<file path="src/rtl/scancode_pkg.sv">
// Shared definitions for the PS/2 set-2 to lispm keycode decoder:
// FSM encodings, prefix and modifier scancodes, keycode field offsets.
package scancode_pkg;

  typedef enum logic [2:0] {
    S_IDLE   = 3'd0,
    S_E0     = 3'd1,
    S_F0     = 3'd2,
    S_E0F0   = 3'd3,
    S_E1     = 3'd4,
    S_LOOKUP = 3'd5,
    S_PUSH   = 3'd6
  } state_t;

  localparam logic [7:0] PFX_E0 = 8'he0;
  localparam logic [7:0] PFX_F0 = 8'hf0;
  localparam logic [7:0] PFX_E1 = 8'he1;

  localparam logic [7:0] SC_LSHIFT = 8'h12;
  localparam logic [7:0] SC_RSHIFT = 8'h59;
  localparam logic [7:0] SC_CTRL   = 8'h14;
  localparam logic [7:0] SC_META   = 8'h11;
  localparam logic [7:0] SC_CAPS   = 8'h58;

  // Bytes following E1 that belong to the Pause sequence.
  localparam logic [2:0] PAUSE_SKIP = 3'd7;
  localparam logic [8:0] NO_KEY     = 9'h1ff;

  localparam int UP_BIT   = 8;
  localparam int MODS_LSB = 9;

endpackage

</file>
<file path="src/rtl/scancode_decoder_fifo.sv">
// Keycode queue: power-of-two ring with extra-MSB pointers and a sticky
// overflow flag. A pop frees a slot for a push in the same cycle.
module keycode_fifo #(
  parameter int DEPTH = 8,
  parameter int WIDTH = 16
) (
  input  logic             clk,
  input  logic             reset_n,
  input  logic             push,
  input  logic [WIDTH-1:0] push_data,
  input  logic             pop,
  input  logic             ovf_clr,
  output logic [WIDTH-1:0] head,
  output logic             not_empty,
  output logic             overflow
);

  localparam int AW = $clog2(DEPTH);

  logic [AW:0]      wr_ptr, rd_ptr;
  logic [WIDTH-1:0] mem [DEPTH];
  logic             empty, full, do_pop, do_push, drop;

  assign empty   = (wr_ptr == rd_ptr);
  assign full    = (wr_ptr[AW] != rd_ptr[AW]) && (wr_ptr[AW-1:0] == rd_ptr[AW-1:0]);
  assign do_pop  = pop && !empty;
  assign do_push = push && (!full || do_pop);
  assign drop    = push && !do_push;

  always_ff @(posedge clk or negedge reset_n) begin
    if (!reset_n) begin
      wr_ptr   <= '0;
      rd_ptr   <= '0;
      overflow <= 1'b0;
      for (int i = 0; i < DEPTH; i++) mem[i] <= '0;
    end else begin
      if (do_push) begin
        mem[wr_ptr[AW-1:0]] <= push_data;
        wr_ptr              <= wr_ptr + 1'b1;
      end
      if (do_pop) rd_ptr <= rd_ptr + 1'b1;
      if (drop)         overflow <= 1'b1;
      else if (ovf_clr) overflow <= 1'b0;
    end
  end

  assign head      = mem[rd_ptr[AW-1:0]];
  assign not_empty = !empty;

endmodule

</file>
<file path="src/rtl/scancode_rom.sv">
// Combinational map from {ext, scancode} to an 8-bit lispm key code.
// Unlisted addresses map to 8'h00.
module scancode_rom (
  input  logic [8:0] addr,
  output logic [7:0] code
);

  always_comb begin
    code = 8'h00;
    case (addr)
      9'h01c:  code = 8'h41;
      9'h032:  code = 8'h42;
      9'h021:  code = 8'h43;
      9'h023:  code = 8'h44;
      9'h024:  code = 8'h45;
      9'h016:  code = 8'h31;
      9'h012:  code = 8'h80;
      9'h059:  code = 8'h81;
      9'h014:  code = 8'h82;
      9'h114:  code = 8'h83;
      9'h011:  code = 8'h84;
      9'h111:  code = 8'h85;
      9'h058:  code = 8'h86;
      9'h175:  code = 8'h90;
      9'h172:  code = 8'h91;
      9'h16b:  code = 8'h92;
      9'h174:  code = 8'h93;
      default: code = 8'h00;
    endcase
  end

endmodule

</file>
<file path="src/rtl/scancode_decoder.sv">
// PS/2 set-2 byte stream to lispm keycode converter: prefix FSM, modifier
// tracking, optional typematic suppression and an output keycode queue.
module scancode_decoder
  import scancode_pkg::*;
#(
  parameter int         DEPTH           = 8,
  parameter int         SUPPRESS_REPEAT = 1,
  parameter logic [7:0] PAUSE_CODE      = 8'h7f
) (
  input  logic        clk,
  input  logic        reset_n,
  input  logic        strobe_in,
  input  logic [7:0]  code_in,
  output logic        out_valid,
  input  logic        out_ready,
  output logic [15:0] keycode,
  output logic        overflow,
  input  logic        ovf_clr,
  output logic [3:0]  mods,
  output logic [2:0]  dbg_state
);

  // Output handshake: keycode holds the queue head while out_valid is high;
  // the entry is consumed at the edge where out_valid && out_ready.

  state_t      state, state_nxt;
  logic [7:0]  sc;
  logic        ext, up, pause;
  logic [2:0]  skip;
  logic [8:0]  last_down;
  logic [1:0]  shift_lr, ctrl_lr, meta_lr;
  logic [1:0]  shift_nxt, ctrl_nxt, meta_nxt;
  logic        caps, caps_nxt;
  logic [8:0]  rom_addr;
  logic [7:0]  rom_code;
  logic        byte_acc, discard;
  logic [3:0]  mods_nxt;
  logic [15:0] push_data;
  logic        push_en;

  assign byte_acc = strobe_in && (state != S_LOOKUP) && (state != S_PUSH);
  assign rom_addr = {ext, sc};

  scancode_rom u_rom (
    .addr (rom_addr),
    .code (rom_code)
  );

  always_comb begin
    state_nxt = state;
    case (state)
      S_IDLE: if (strobe_in) begin
        if (code_in == PFX_E0)      state_nxt = S_E0;
        else if (code_in == PFX_F0) state_nxt = S_F0;
        else if (code_in == PFX_E1) state_nxt = S_E1;
        else                        state_nxt = S_LOOKUP;
      end
      S_E0:     if (strobe_in) state_nxt = (code_in == PFX_F0) ? S_E0F0 : S_LOOKUP;
      S_F0:     if (strobe_in) state_nxt = S_LOOKUP;
      S_E0F0:   if (strobe_in) state_nxt = S_LOOKUP;
      S_E1:     if (strobe_in && skip == 3'd1) state_nxt = S_LOOKUP;
      S_LOOKUP: state_nxt = S_PUSH;
      S_PUSH:   state_nxt = S_IDLE;
      default:  state_nxt = S_IDLE;
    endcase
  end

  assign discard = (SUPPRESS_REPEAT != 0) && !pause && !up && (rom_addr == last_down);

  // Pause and suppressed repeats leave the modifier state alone.
  always_comb begin
    shift_nxt = shift_lr;
    ctrl_nxt  = ctrl_lr;
    meta_nxt  = meta_lr;
    caps_nxt  = caps;
    if (!pause && !discard) begin
      case (rom_addr)
        {1'b0, SC_LSHIFT}: shift_nxt[0] = !up;
        {1'b0, SC_RSHIFT}: shift_nxt[1] = !up;
        {1'b0, SC_CTRL}:   ctrl_nxt[0]  = !up;
        {1'b1, SC_CTRL}:   ctrl_nxt[1]  = !up;
        {1'b0, SC_META}:   meta_nxt[0]  = !up;
        {1'b1, SC_META}:   meta_nxt[1]  = !up;
        {1'b0, SC_CAPS}:   if (!up) caps_nxt = !caps;
        default: ;
      endcase
    end
  end

  assign mods_nxt = {caps_nxt, |meta_nxt, |ctrl_nxt, |shift_nxt};

  always_ff @(posedge clk or negedge reset_n) begin
    if (!reset_n) begin
      state <= S_IDLE;
      sc    <= 8'h00;
      ext   <= 1'b0;
      up    <= 1'b0;
      pause <= 1'b0;
      skip  <= 3'd0;
    end else begin
      state <= state_nxt;
      if (byte_acc) sc <= code_in;
      case (state)
        S_IDLE: if (strobe_in) begin
          ext   <= (code_in == PFX_E0);
          up    <= (code_in == PFX_F0);
          pause <= 1'b0;
          if (code_in == PFX_E1) skip <= PAUSE_SKIP;
        end
        S_E0: if (strobe_in && code_in == PFX_F0) up <= 1'b1;
        S_E1: if (strobe_in) begin
          skip <= skip - 1'b1;
          if (skip == 3'd1) pause <= 1'b1;
        end
        default: ;
      endcase
    end
  end

  always_ff @(posedge clk or negedge reset_n) begin
    if (!reset_n) begin
      shift_lr  <= 2'b00;
      ctrl_lr   <= 2'b00;
      meta_lr   <= 2'b00;
      caps      <= 1'b0;
      last_down <= NO_KEY;
      push_data <= 16'h0000;
      push_en   <= 1'b0;
    end else if (state == S_LOOKUP) begin
      shift_lr  <= shift_nxt;
      ctrl_lr   <= ctrl_nxt;
      meta_lr   <= meta_nxt;
      caps      <= caps_nxt;
      push_en   <= !discard;
      push_data <= {3'b000, mods_nxt, up, pause ? PAUSE_CODE : rom_code};
      if (!pause) begin
        if (!up)                        last_down <= rom_addr;
        else if (rom_addr == last_down) last_down <= NO_KEY;
      end
    end
  end

  keycode_fifo #(
    .DEPTH (DEPTH),
    .WIDTH (16)
  ) u_fifo (
    .clk       (clk),
    .reset_n   (reset_n),
    .push      ((state == S_PUSH) && push_en),
    .push_data (push_data),
    .pop       (out_valid && out_ready),
    .ovf_clr   (ovf_clr),
    .head      (keycode),
    .not_empty (out_valid),
    .overflow  (overflow)
  );

  assign mods      = {caps, |meta_lr, |ctrl_lr, |shift_lr};
  assign dbg_state = state;

endmodule

</file>
<file path="config.mk">
export PLATFORM = sky130hd
export DESIGN_NAME = scancode_decoder
export DESIGN_NICKNAME = d
export VERILOG_FILES = /design/src/rtl/scancode_pkg.sv /design/src/rtl/scancode_decoder_fifo.sv /design/src/rtl/scancode_rom.sv /design/src/rtl/scancode_decoder.sv
export SDC_FILE = /design/constraint.sdc
export NUM_CORES = 1
export LEC_CHECK = 0
export BUFFER_PORTS_ARGS = -buffer_cell sky130_fd_sc_hd__buf_2
export CAP_MARGIN = 20
export CORE_MARGIN = 2
export CORE_UTILIZATION = 55
export CTS_BUF_LIST = sky130_fd_sc_hd__clkbuf_16
export DETAILED_ROUTE_END_ITERATION = 6
export PLACE_DENSITY = 0.85
export SLEW_MARGIN = 0
export SYNTH_ARGS = -nofsm -noshare
export SYNTH_HDL_FRONTEND = slang
export SYNTH_SLANG_ARGS = --single-unit
export TNS_END_PERCENT = 1
</file>
<file path="constraint.sdc">
create_clock -name clk -period 6.6 [get_ports clk]
set_clock_uncertainty 0.15 [all_clocks]
set_input_delay 0 -clock clk [delete_from_list [all_inputs] [get_ports clk]]
set_output_delay 0 -clock clk [all_outputs]
set_load 0.02 [all_outputs]
</file>
### After elaboration in Yosys (flattened, before gate mapping)

Cells that the tools add are included.

* bits in registers: 184
* bits of input ports: 13
* output and inout port bits: 25
* word-level logic and storage cells: 158

* add/subtract/negate cells: 3
* magnitude comparators: 3
* eq/ne operators: 42
* muxes and demuxes: 44
* bitwise logic cells: 3
* reduce and logical (&&, ||, !) cells: 39

Operator list (number)
* $pmux 8 s17: 1
* $bwmux 128: 1
* $eq 9x9->1 const B: 6
* $bmux 16 s3: 1
* $demux 16 s3: 1
* $mux 16: 3
* $eq 9x5->1 const B: 5
* $eq 9x6->1 const B: 4
* $mux 3: 10
* $eq 8x8->1 const B: 3
* $eq 9x7->1 const B: 2
* $mux 9: 2
* $mux 1: 17
* $pmux 3 s5: 1
* $logic_and 1x1->1: 14
* $ne 2x2->1 const B: 7
* $reduce_or 2->1: 7
* $reduce_and 4->1: 3
* $eq 3x3->1 const B: 3
* $eq 9x9->1: 1
* $add 4x1->4 const B: 2
* $ge 4x4->1 const B: 2
* $mux 8: 1
* $not 3->4: 2
* other kinds (19): 35

### Depth between registers and ports, before layout

Gate-level depths: netlist (run 1).

* word-level depth: 9
* mapped depth: 9
* depth with buffers taken out: 7

### By module

A second synthesis (run 1) with hierarchy kept.

* cells, all modules: 682
* area total of the unflattened synthesis: 9221.3 um^2

By module, submodules not included
* keycode_fifo: times used 1, cells an instance 386, area each 6419.9 um^2, sequential area each 3428.3 um^2
* scancode_decoder: times used 1, cells an instance 224, area each 2343.5 um^2, sequential area each 1162.4 um^2
* scancode_rom: times used 1, cells an instance 72, area each 457.9 um^2, sequential area each 0.0 um^2

### Worst setup path after synthesis (run 1)

OpenSTA, ideal clock, no wires.

* kind: reg2reg
* from: reg state[1] (netlist: dbg_state[1])
* to: reg u_fifo.mem[0] in the netlist's numbering
* setup time: 0.125 ns
* arrival time: 1.919 ns
* required time: 6.325 ns
* setup slack: 4.406 ns
* stages on the path, launching flop included: 9
* clock period less this slack: 2.194 ns
* path through: dfrtp_1 > clkbuf_1 > nand4b_1 > a21oi_2 > buf_6 > and4_4 > buf_6 > buf_8 > mux2_4

* word-level cells in the longest chain between the ends: 3

Ends and longest elaborated chain
* from (decl): line scancode_decoder.sv:26 `state_t state, state_nxt;`
* from (signal assigned): line scancode_decoder.sv:101 `state <= state_nxt;`
* $eq 3x3->1: line scancode_decoder.sv:149 `.push ((state == S_PUSH) && push_en),`
* $logic_and 1x1->1: line scancode_decoder.sv:149
* $logic_and 1x1->1: line scancode_decoder_fifo.sv:27 `assign do_push = push && (!full || do_pop);`
* to (signal, indexed assignment): line scancode_decoder_fifo.sv:38 `mem[wr_ptr[AW-1:0]] <= push_data;`
* to (decl): line scancode_decoder_fifo.sv:21 `logic [WIDTH-1:0] mem [DEPTH];`

Every way passes these cells.
A chain may end at the register's enable or synchronous reset.

### Final worst setup path (run 1)

* from: reg u_fifo.rd_ptr[0]
* to: reg u_fifo.mem[18] in the netlist's numbering

* word-level cells in the longest chain between the ends: 6
* elaborated cells between the ends (all ways): 9

Ends and longest elaborated chain
* from (decl): line scancode_decoder_fifo.sv:20 `logic [AW:0] wr_ptr, rd_ptr;`
* from (signal assigned): line scancode_decoder_fifo.sv:41 `if (do_pop) rd_ptr <= rd_ptr + 1'b1;`
* $eq 4x4->1: line scancode_decoder_fifo.sv:24 `assign empty = (wr_ptr == rd_ptr);`
* $logic_not 1->1: line scancode_decoder_fifo.sv:26, scancode_decoder_fifo.sv:48
* $logic_and 1x1->1: line scancode_decoder.sv:151 `.pop (out_valid && out_ready),`
* $logic_and 1x1->1: line scancode_decoder_fifo.sv:26 `assign do_pop = pop && !empty;`
* $logic_or 1x1->1 *: line scancode_decoder_fifo.sv:27
* $logic_and 1x1->1 *: line scancode_decoder_fifo.sv:27

Mark *: on every way between the ends. The rest lies on a longest branch, timed or not.

==> results of run 1 <==
-- critical path: stages, from the launching register on --
cell and delay (ns):
dfrtp_2 1.06, xnor2_2 0.13, and3_4 0.22, a21oi_2 0.39, and4b_1 0.96, mux2_2 0.42
-- per-layer routing --
layer  share of wire  vias to the layer above
met1            0.44                     2569
met4           0.017                        0
met2            0.50                      123
met5               0                        -
li1                -                     2234
met3           0.041                       24
-- report_power, final --
group	switching, W	internal (W)	leakage [nW]
Clock	0.000401	0.000559	0.268
Combinational	0.000589	0.000733	1.68
Sequential	0.000459	0.00131	2.06
-- cells in the final DEF, fill, tap and decap left out, types with 7 or more instances in the layout --
cell           count
nand2_1           29
clkbuf_16         17
mux4_2            26
a21oi_1           14
mux2_2            77
dfstp_2            9
a31oi_1           13
xnor2_1            7
dlygate4sd3_1     13
buf_2             33
dfrtp_1          149
mux2_4            49
o21ai_0           12
nor2_1            23
o22a_1            11
xor2_1            14
-- area by class of cell --
class	instances	area (um2)	area share
Clock buffer	17	425	0.0478
Timing Repair Buffer	50	329	0.0369
Tap cell	184	230	0.0258
Sequential cell	159	3990	0.448
Inverter	6	22.5	0.00253
Clock inverter	15	158	0.0177
Multi-Input combinational cell	383	3750	0.421
-- synthesized netlist by cell type (all sizes together) (4+ instances only) --
| cell | number |
|---|---|
| nor2 | 23 |
| dfrtp | 150 |
| a21o | 5 |
| o21ai | 12 |
| mux4 | 26 |
| buf | 34 |
| nor2b | 5 |
| a21oi | 16 |
| xor2 | 14 |
| nor3b | 6 |
| and3 | 4 |
| dfstp | 9 |
| o22a | 11 |
| nand4 | 6 |
| nand2 | 29 |
| mux2 | 127 |
| nand3 | 7 |
| xnor2 | 8 |
| and4b | 4 |
| ha | 4 |
| a31oi | 13 |
| inv | 6 |
| clkbuf | 18 |
| nor4 | 5 |
-- metrics by stage --
step | instance area, um2 | hold slack, ns
2_1_floorplan | 8110 | -0.446
3_3_place_gp | 8200 | -0.00996
3_5_place_dp | 8200 | 0.00993
4_1_cts | 8910 | 0.122
5_1_grt | 8910 | 0.174
6_report | 8910 | 0.104
-- sequential cells by signal (all words and copies together), names as in the netlist, 2 cells and up --
register and count:
push_data 12, skip 3, u_fifo.wr_ptr 4, last_down 9, shift_lr 2, sc 8
u_fifo.rd_ptr 4, dbg_state 3, u_fifo.mem 104, meta_lr 2, ctrl_lr 2
-- kinds of logic (layout without fill, tap and decap cells) --
| family | after synthesis | count (layout) | synth area share |
|---|---|---|---|
| other cells | 1 | 3 | 0.000463 |
| buf+inv | 58 | 88 | 0.0455 |
| compound gates | 78 | 78 | 0.0667 |
| simple gates | 123 | 123 | 0.0926 |
| xor+xnor | 22 | 22 | 0.0247 |
| flops | 159 | 159 | 0.492 |
| fa+ha+maj | 4 | 4 | 0.00618 |
| mux | 153 | 153 | 0.271 |
-- final timing paths --
path	start	endpoint	slack (ns)	cells after the start
max in group asynchronous	reset_n	sc[5]$_DFFE_PN0P_	4.93	3
setup reg to reg	u_fifo.rd_ptr[0]$_DFFE_PN0P_	u_fifo.mem[18]$_DFFE_PN0P_	3.15	5
setup / recovery	u_fifo.rd_ptr[0]$_DFFE_PN0P_	u_fifo.mem[18]$_DFFE_PN0P_	3.15	5
hold / removal	reset_n	u_fifo.mem[26]$_DFFE_PN0P_	0.10	2
min in group clk	code_in[6]	sc[6]$_DFFE_PN0P_	0.22	3
hold reg to reg	u_fifo.rd_ptr[3]$_DFFE_PN0P_	u_fifo.rd_ptr[3]$_DFFE_PN0P_	0.35	1
==> run metrics, run 1 <==
status finished clean; n_diodes 0; period utilization 0.522; first-pass GRT wire length 27600 um; max-slew violations 0; Die Wd 125 um; vias in the first global route 5300; Routed wire per std cell 20.0 um; HPWL Detailed 10600 um; met3 GRT Util 0.0419; max_slew headroom 0.301; num rows 44; post-route setup TNS 0 ns; post-synthesis cell count 598; Final Core Density 0.615; Period minus WS final 3.45 ns; clock sink total 159; placed insts 769; pre-CTS setup slack 3.19 ns; Mapped Area 8100 um2; Initial DRC Count 405; worst path required time 6.76 ns; Seq/Total Area, Yosys 0.492; Hold Fails Final Rpt 0; Power per Cell Area 454 nW/um2; max cap viols 0; GR peak layer met2; HP Class in2async; worst-margin pin slew 1.05 ns; I/O Buffers 34; CTS Buf Count 17; crit path setup slack, layout 3.15 ns; Yosys top cell area share 0.463; core area 14500 um2; post-cts repair resize count 0; Ports 38; initial antenna violation count 0; Layout Nets 634; crit path max fanout 30; top post-synthesis cells by area dfrtp_1 46%, mux2_2 11%, mux2_4 9.1%; Leakage 4.00 nW; Startpoint Class register; Max clock buf depth 2; largest net degree at the start of global routing 102; RD Place Congestion 0.896; Routed Antenna Nets 0; post-synth top area cell dfrtp_1; DR pass1 iterations 4; unrepaired setup endpoints after global routing no; Synth Warn # 0; root buf cell clkbuf_16; worst-skew pair later-pin latency 0.42 ns; Post-CTS Setup Bufs 0; die height 125 um; CP arrival 3.60 ns; crit end category register; Peak VDD IR 0.253 mV; total track usage 0.222; number of flops mapped to enable cells by yosys 0; Yosys reg bits 159; post-synth cell types 70; total gr overflow 0; kind of critical path reg2reg; final setup fails 0; total power 0.00405 W; share of cells above drive strength 1 0.394; via count 4950; Main synth FF type dfrtp_1; Fmax 0.290 GHz; GR Util met2 0.359; grt met1 use 0.300; syn_area_per_cell 13.6 um2; Vias/cell 6.08; Post-synth ARST share 1.00; Layout area overhead 9.93%; CTS clk-pin slew, worst paths 0.06 ns; die area 15700 um2; Routed WL 16300 um; clock tree from TritonCTS yes; filler cell count 1042; Cell Count, Final, Fillers Out 814; Initial Utilization 0.560; hold_buf cts 13; number of remaining DRC errors 0; # H-tree levels 4
Power figures use the tool's default switching activity.
==> inputs of run 2 (changes only) <==
- PLACE_DENSITY: 0.85 -> 0.87
- clock period: 6.6 -> 2.93 ns (I/O delays scaled with it)
==> run 2 against run 1 <==
  * Combinational power grew to 2.5 times the previous value
  * Flip-flop and latch count stayed put
  * Sequential share of layout area is 1.1 points lower
  * Die area stayed put
  * Critical endpoint is now u_fifo.mem[121]$_DFFE_PN0P_
  * Design area is 2.5% higher
  * Largest cell class unchanged
  * Worst hold slack worse by 0.065 ns
  * Sequential power is 120% higher
==> run metrics, run 2 (synthesis results as in run 1) <==
crit path max fanout 11 (-63%); CP arrival 2.71 ns (-0.89 ns); RD Place Congestion 0.897 (+0.12%); Routed WL 17800 um (+9.4%); CTS clk-pin slew, worst paths 0.06 ns (about the same); Initial DRC Count 507 (+25%); Fmax 0.391 GHz (+35%); Power per Cell Area 1050 nW/um2 (+130%); Period minus WS final 2.56 ns (-0.887 ns); Vias/cell 6.20 (+1.9%); largest net degree at the start of global routing 85 (-17%); total track usage 0.238 (+0.0162); clock tree from TritonCTS yes; Layout Nets 649 (+2.4%); share of cells above drive strength 1 0.408 (+0.0147); Initial Utilization 0.560 (unchanged); number of remaining DRC errors 0 (unchanged); Max clock buf depth 2 (unchanged); die height 125 um (unchanged); crit end category register; commonest non-fill, non-tap cell in the layout dfrtp_1; max_slew headroom 0.474 (+0.172); CTS Buf Count 17 (unchanged); num rows 44 (unchanged); worst path required time 3.08 ns (-3.68 ns); I/O Buffers 34 (unchanged); post-cts repair resize count 0 (unchanged); kind of critical path reg2reg; Reg with most FFs u_fifo.mem; DR pass1 iterations 5 (+1); # H-tree levels 4 (unchanged); final setup fails 0 (unchanged); period utilization 0.873 (+0.351); largest registers u_fifo.mem x104, push_data x12, last_down x9; root buf cell clkbuf_16; max cap viols 0 (unchanged); Routed wire per std cell 21.5 um (+7.5%); Layout area overhead 12.7%; vias in the first global route 5424 (+2.3%); HP Class in2async; clock sink total 159 (unchanged); die area 15700 um2 (unchanged); via count 5138 (+3.8%); max-slew violations 0 (unchanged); worst-margin pin slew 0.790 ns (-0.259 ns); HPWL Detailed 11400 um (+7.9%); Post-CTS Setup Bufs 0 (unchanged); status finished clean; worst-skew pair later-pin latency 0.42 ns (about the same); Ports 38 (unchanged); Routed Antenna Nets 0 (unchanged); unrepaired setup endpoints after global routing no; first-pass GRT wire length 29400 um (+6.4%); Leakage 4.13 nW (+3.2%); total gr overflow 0 (unchanged); hold_buf cts 13 (unchanged); core area 14500 um2 (unchanged); Final Core Density 0.631 (+0.0153); Hold Fails Final Rpt 0 (unchanged); Peak VDD IR 0.685 mV (+170%); commonest non-fill, non-tap cells in the layout 149 x dfrtp_1, 77 x mux2_2, 49 x mux2_4, 33 x buf_2, 29 x nand2_1; Die Wd 125 um (unchanged); Startpoint Class register; max reg flops 104 (unchanged); post-route setup TNS 0 ns (unchanged); initial antenna violation count 1 (+1)
-- run 2: layer usage --
metal | global-route usage | up-vias | share of wire
met5 | 0 | - | 0
met4 | 0.0863 | 0 | 0.023
met3 | 0.0578 | 33 | 0.048
met2 | 0.398 | 185 | 0.51
met1 | 0.305 | 2656 | 0.42
li1 | - | 2264 | -
-- run 2: worst paths after layout --
check | start | end | slack [ns] | cells after the start
setup / recovery | u_fifo.wr_ptr[0]$_DFFE_PN0P_ | u_fifo.mem[121]$_DFFE_PN0P_ | 0.37 | 6
hold / removal | reset_n | u_fifo.mem[90]$_DFFE_PN0P_ | 0.04 | 2
setup reg to reg | u_fifo.wr_ptr[0]$_DFFE_PN0P_ | u_fifo.mem[121]$_DFFE_PN0P_ | 0.37 | 6
hold reg to reg | u_fifo.rd_ptr[3]$_DFFE_PN0P_ | u_fifo.rd_ptr[3]$_DFFE_PN0P_ | 0.35 | 1
max in group asynchronous | reset_n | last_down[3]$_DFFE_PN1P_ | 1.66 | 3
min in group clk | code_in[7] | sc[7]$_DFFE_PN0P_ | 0.23 | 3
-- run 2: cell type report --
class	instances	area (um2)
timing repair buffer	65	467
antenna	1	2.50
clock buffer	17	425
fill	1026	5350
clock inverter	14	239
multi-input combinational	383	3750
sequential	159	3990
inverter	6	22.5
tap	184	230
-- run 2: metrics by stage --
step	instances	setup WS (ns)	area [um2]	hold slack, ns	power, W
final	829	0.371	9130	0.0388	0.00960
after floorplan	600	0.736	8110	-0.446	0.00620
after global placement	784	0.591	8330	-0.0626	0.00682
after CTS	828	0.342	9130	0.0679	0.00963
after global routing	828	0.242	9130	0.116	0.0101
after detailed placement	784	0.445	8330	-0.0526	0.00705
-- run 2: where the power goes --
group / switching, W / internal [W] / leakage (nW)
sequential: 0.000871 / 0.00295 / 2.06
clock: 0.000872 / 0.00159 / 0.317
combinational: 0.00160 / 0.00171 / 1.76
-- run 2: worst max-delay path, cell delays in order (launching register included) --
cell	delay [ns]
dfrtp_1	0.51
xnor2_2	0.21
and3_4	0.19
a21oi_2	0.40
and3b_1	0.35
buf_4	0.29
mux2_4	0.33
==> inputs of run 3 (changes only) <==
- ABC_AREA: unset -> 1
- CELL_PAD_IN_SITES_DETAIL_PLACEMENT: unset -> 2
- CELL_PAD_IN_SITES_GLOBAL_PLACEMENT: unset -> 2
- CORE_UTILIZATION: 55 -> 34
- PLACE_DENSITY: 0.87 -> 0.88
==> run 3 against run 2 <==
  * Combinational power rose by 26%
  * Maximum frequency fell by 5.0%
  * Register-to-register slack improved by 0.13 ns
  * Design area fell by 1.9%
  * Synthesized cell count rose by 57%
  * Wire length rose by 58%
  * Power rose by 2.2%
  * Sequential share of layout area rose by 0.84 points
  * The run now ends with negative hold slack left
  * First-iteration DRC count fell by 30%
  * Critical path type is now reg2out
  * Flip-flop and latch count did not move
  * Global-route usage rose by 0.67 points
==> run metrics, run 3 <==
Final Core Density 0.394 (-0.236); post-synthesis cell count 940 (+57%); Crit Reg-Reg Startpoint u_fifo.wr_ptr[1]$_DFFE_PN0P_; Ports 38 (unchanged); vias in the first global route 8066 (+49%); Int Pwr 0.00536 W (-14%); DR pass1 iterations 5 (unchanged); syn_area_per_cell 8.39 um2 (-38%); die height 156 um (+25%); total track usage 0.245 (+0.00665); clock network fraction of design power 0.239 (-0.018); largest net degree at the start of global routing 71 (-16%); max-slew violations 0 (unchanged); number of flops mapped to enable cells by yosys 0 (unchanged); unrepaired setup endpoints after global routing no; top post-synthesis cells by area dfrtp_1 48%, nand2_1 9.5%, nor2_1 6.2%; Initial Utilization 0.347 (-0.213); Mapped Area 7880 um2 (-2.7%); hold_buf cts 13 (unchanged); clock sink total 159 (unchanged); post-synth cell types 38 (-46%); share of cells above drive strength 1 0.124 (-0.284); CTS Buf Count 17 (unchanged); Initial DRC Count 355 (-30%); Period minus WS final 2.69 ns (+0.135 ns); CP arrival 2.54 ns (-0.17 ns); worst-margin pin slew 0.715 ns (-0.0743 ns); worst-skew pair later-pin latency 0.45 ns (+0.03 ns); Hold Fails Final Rpt 3 (+3); I/O Buffers 34 (unchanged); Layout Nets 996 (+53%); max cap viols 0 (unchanged); worst path required time 2.78 ns (-0.30 ns); initial antenna violation count 0 (-1); commonest non-fill, non-tap cells in the layout 199 x nand2_1, 149 x dfrtp_1, 131 x nor2_1, 84 x o21ai_0, 82 x o21ai_1; HP Class in2async; Die Wd 156 um (+25%); Startpoint Class register; Vias/cell 5.54 (-11%); failing checks negative hold slack; Layout area overhead 13.6%; status finished with violations; CTS clk-pin slew, worst paths 0.07 ns (about the same); Seq pwr share 0.335 (-0.063); R2R cell count 9 (+3); Routed wire per std cell 22.0 um (+2.5%); commonest non-fill, non-tap cell in the layout nand2_1; crit end category output port; Post-CTS Setup Bufs 0 (unchanged); NetSw 0.00445 W (+33%); Power per Cell Area 1090 nW/um2 (+4.1%); max reg flops 104 (unchanged); Fin Hold WS -0.0130 ns (-0.0518 ns); Comb pwr share 0.426 (+0.081); Seq/Total Area, Yosys 0.506 (+0.0138); Reg with most FFs u_fifo.mem; post-synth top area cell dfrtp_1; HPWL Detailed 17800 um (+56%); max_slew headroom 0.523 (+0.0495); Routed Antenna Nets 0 (unchanged); Routed WL 28100 um (+58%); root buf cell clkbuf_16; Commonest cells post-synth 199 x nand2_1, 150 x dfrtp_1, 131 x nor2_1; R2R setup slack 0.50 ns (+0.13 ns); core area 22700 um2 (+57%); RD Place Congestion 0.886 (-1.2%); # H-tree levels 4 (unchanged); Post-synth ARST share 1.00 (unchanged); die area 24400 um2 (+55%); total gr overflow 0 (unchanged); design area 8960 um2 (-1.9%); post-cts repair resize count 0 (unchanged); post-route setup TNS 0 ns (unchanged); clock tree from TritonCTS yes; Leakage 4.14 nW (+0.19%); Max clock buf depth 2 (unchanged); via count 7072 (+38%); Peak VDD IR 0.493 mV (-28%); Main synth FF type dfrtp_1; first-pass GRT wire length 45400 um (+55%); top-count cell post-synth nand2_1; Yosys reg bits 159 (unchanged); Yosys top cell area share 0.476 (+0.0129); Synth Warn # 0 (unchanged); kind of critical path reg2out; crit path max fanout 19 (+8); n_diodes 0 (-1); largest registers u_fifo.mem x104, push_data x12, last_down x9; Fmax 0.371 GHz (-5.0%); num rows 55 (+25%); period utilization 0.919 (+0.0461); number of remaining DRC errors 0 (unchanged); sw frac 0.453 (+0.105); final setup fails 0 (unchanged); Cell Area, Placed 8230 um2 (-1.2%); FF-to-FF End u_fifo.mem[22]$_DFFE_PN0P_
[run 3: changes by cell type in the layout (fill, tap and decap cells not counted), sizes merged, moves of 8 or more]
| cell | change |
|---|---|
| o22ai | +14 |
| nor2 | +111 |
| nor3 | +8 |
| clkinv | +8 |
| inv | +64 |
| mux2 | -127 |
| nand3 | +30 |
| o22a | -11 |
| mux4 | -26 |
| a22oi | +8 |
| nand2 | +172 |
| nand4 | +8 |
| o21ai | +168 |
[run 3: worst max-delay path by stage]
stage / startpoint / cells past startpoint / slack, ns / endpoint
floorplan: dbg_state[2]$_DFFE_PN0P_ / 10 / 1.05 / u_fifo.mem[44]$_DFFE_PN0P_
global placement: u_fifo.wr_ptr[1]$_DFFE_PN0P_ / 9 / 0.77 / u_fifo.mem[70]$_DFFE_PN0P_
detailed placement: u_fifo.wr_ptr[2]$_DFFE_PN0P_ / 8 / 0.62 / u_fifo.mem[40]$_DFFE_PN0P_
CTS: u_fifo.rd_ptr[0]$_DFFE_PN0P_ / 6 / 0.26 / keycode[10]
global route: u_fifo.rd_ptr[0]$_DFFE_PN0P_ / 6 / 0.13 / keycode[10]
finish: u_fifo.rd_ptr[0]$_DFFE_PN0P_ / 6 / 0.24 / keycode[10]
[run 3: stage by stage]
stage	setup WS, ns	instances	total power, W
final	0.236	1277	0.00981
after global routing	0.125	1277	0.0104
after CTS	0.255	1277	0.00982
after detailed placement	0.615	1232	0.00733
after global placement	0.767	1232	0.00706
after floorplan	1.05	942	0.00586
[run 3: critical path: stages, from the launching register on]
cell and delay (ns):
dfrtp_2 0.49, clkinv_1 0.39, buf_4 0.36, buf_4 0.20, o21ai_0 0.29, a31oi_1 0.16, buf_2 0.20
[run 3: logic make-up after synthesis]
family,Yosys count,share of synthesized area
other cells,1,0.000476
xor+xnor,13,0.0144
flops,159,0.506
buf+inv,122,0.0795
simple gates,400,0.223
fa+ha+maj,4,0.00635
compound gates,241,0.170
[run 3: power groups by stage]
stage / logic (W) / registers, W / clock network, W
2_1_floorplan: 0.00275 / 0.00311 / 0
3_3_place_gp: 0.00383 / 0.00323 / 0
3_5_place_dp: 0.00404 / 0.00329 / 0
4_1_cts: 0.00417 / 0.00327 / 0.00238
5_1_grt: 0.00462 / 0.00335 / 0.00248
6_report: 0.00418 / 0.00328 / 0.00235
[run 3: final cells by class]
type / count / area (um2)
clock buffer: 17 / 425
clock inverter: 15 / 168
fill: 2577 / 13800
inverter: 74 / 280
multi-input combinational: 661 / 3270
sequential: 159 / 3990
tap: 285 / 357
timing repair buffer: 66 / 462
[run 3: routing by layer]
| metal | global-route usage | share of wire | up-vias |
|---|---|---|---|
| met5 | 0 | 0 | - |
| li1 | - | - | 3192 |
| met2 | 0.441 | 0.53 | 137 |
| met4 | 0.115 | 0.036 | 0 |
| met1 | 0.283 | 0.41 | 3675 |
| met3 | 0.0393 | 0.025 | 68 |
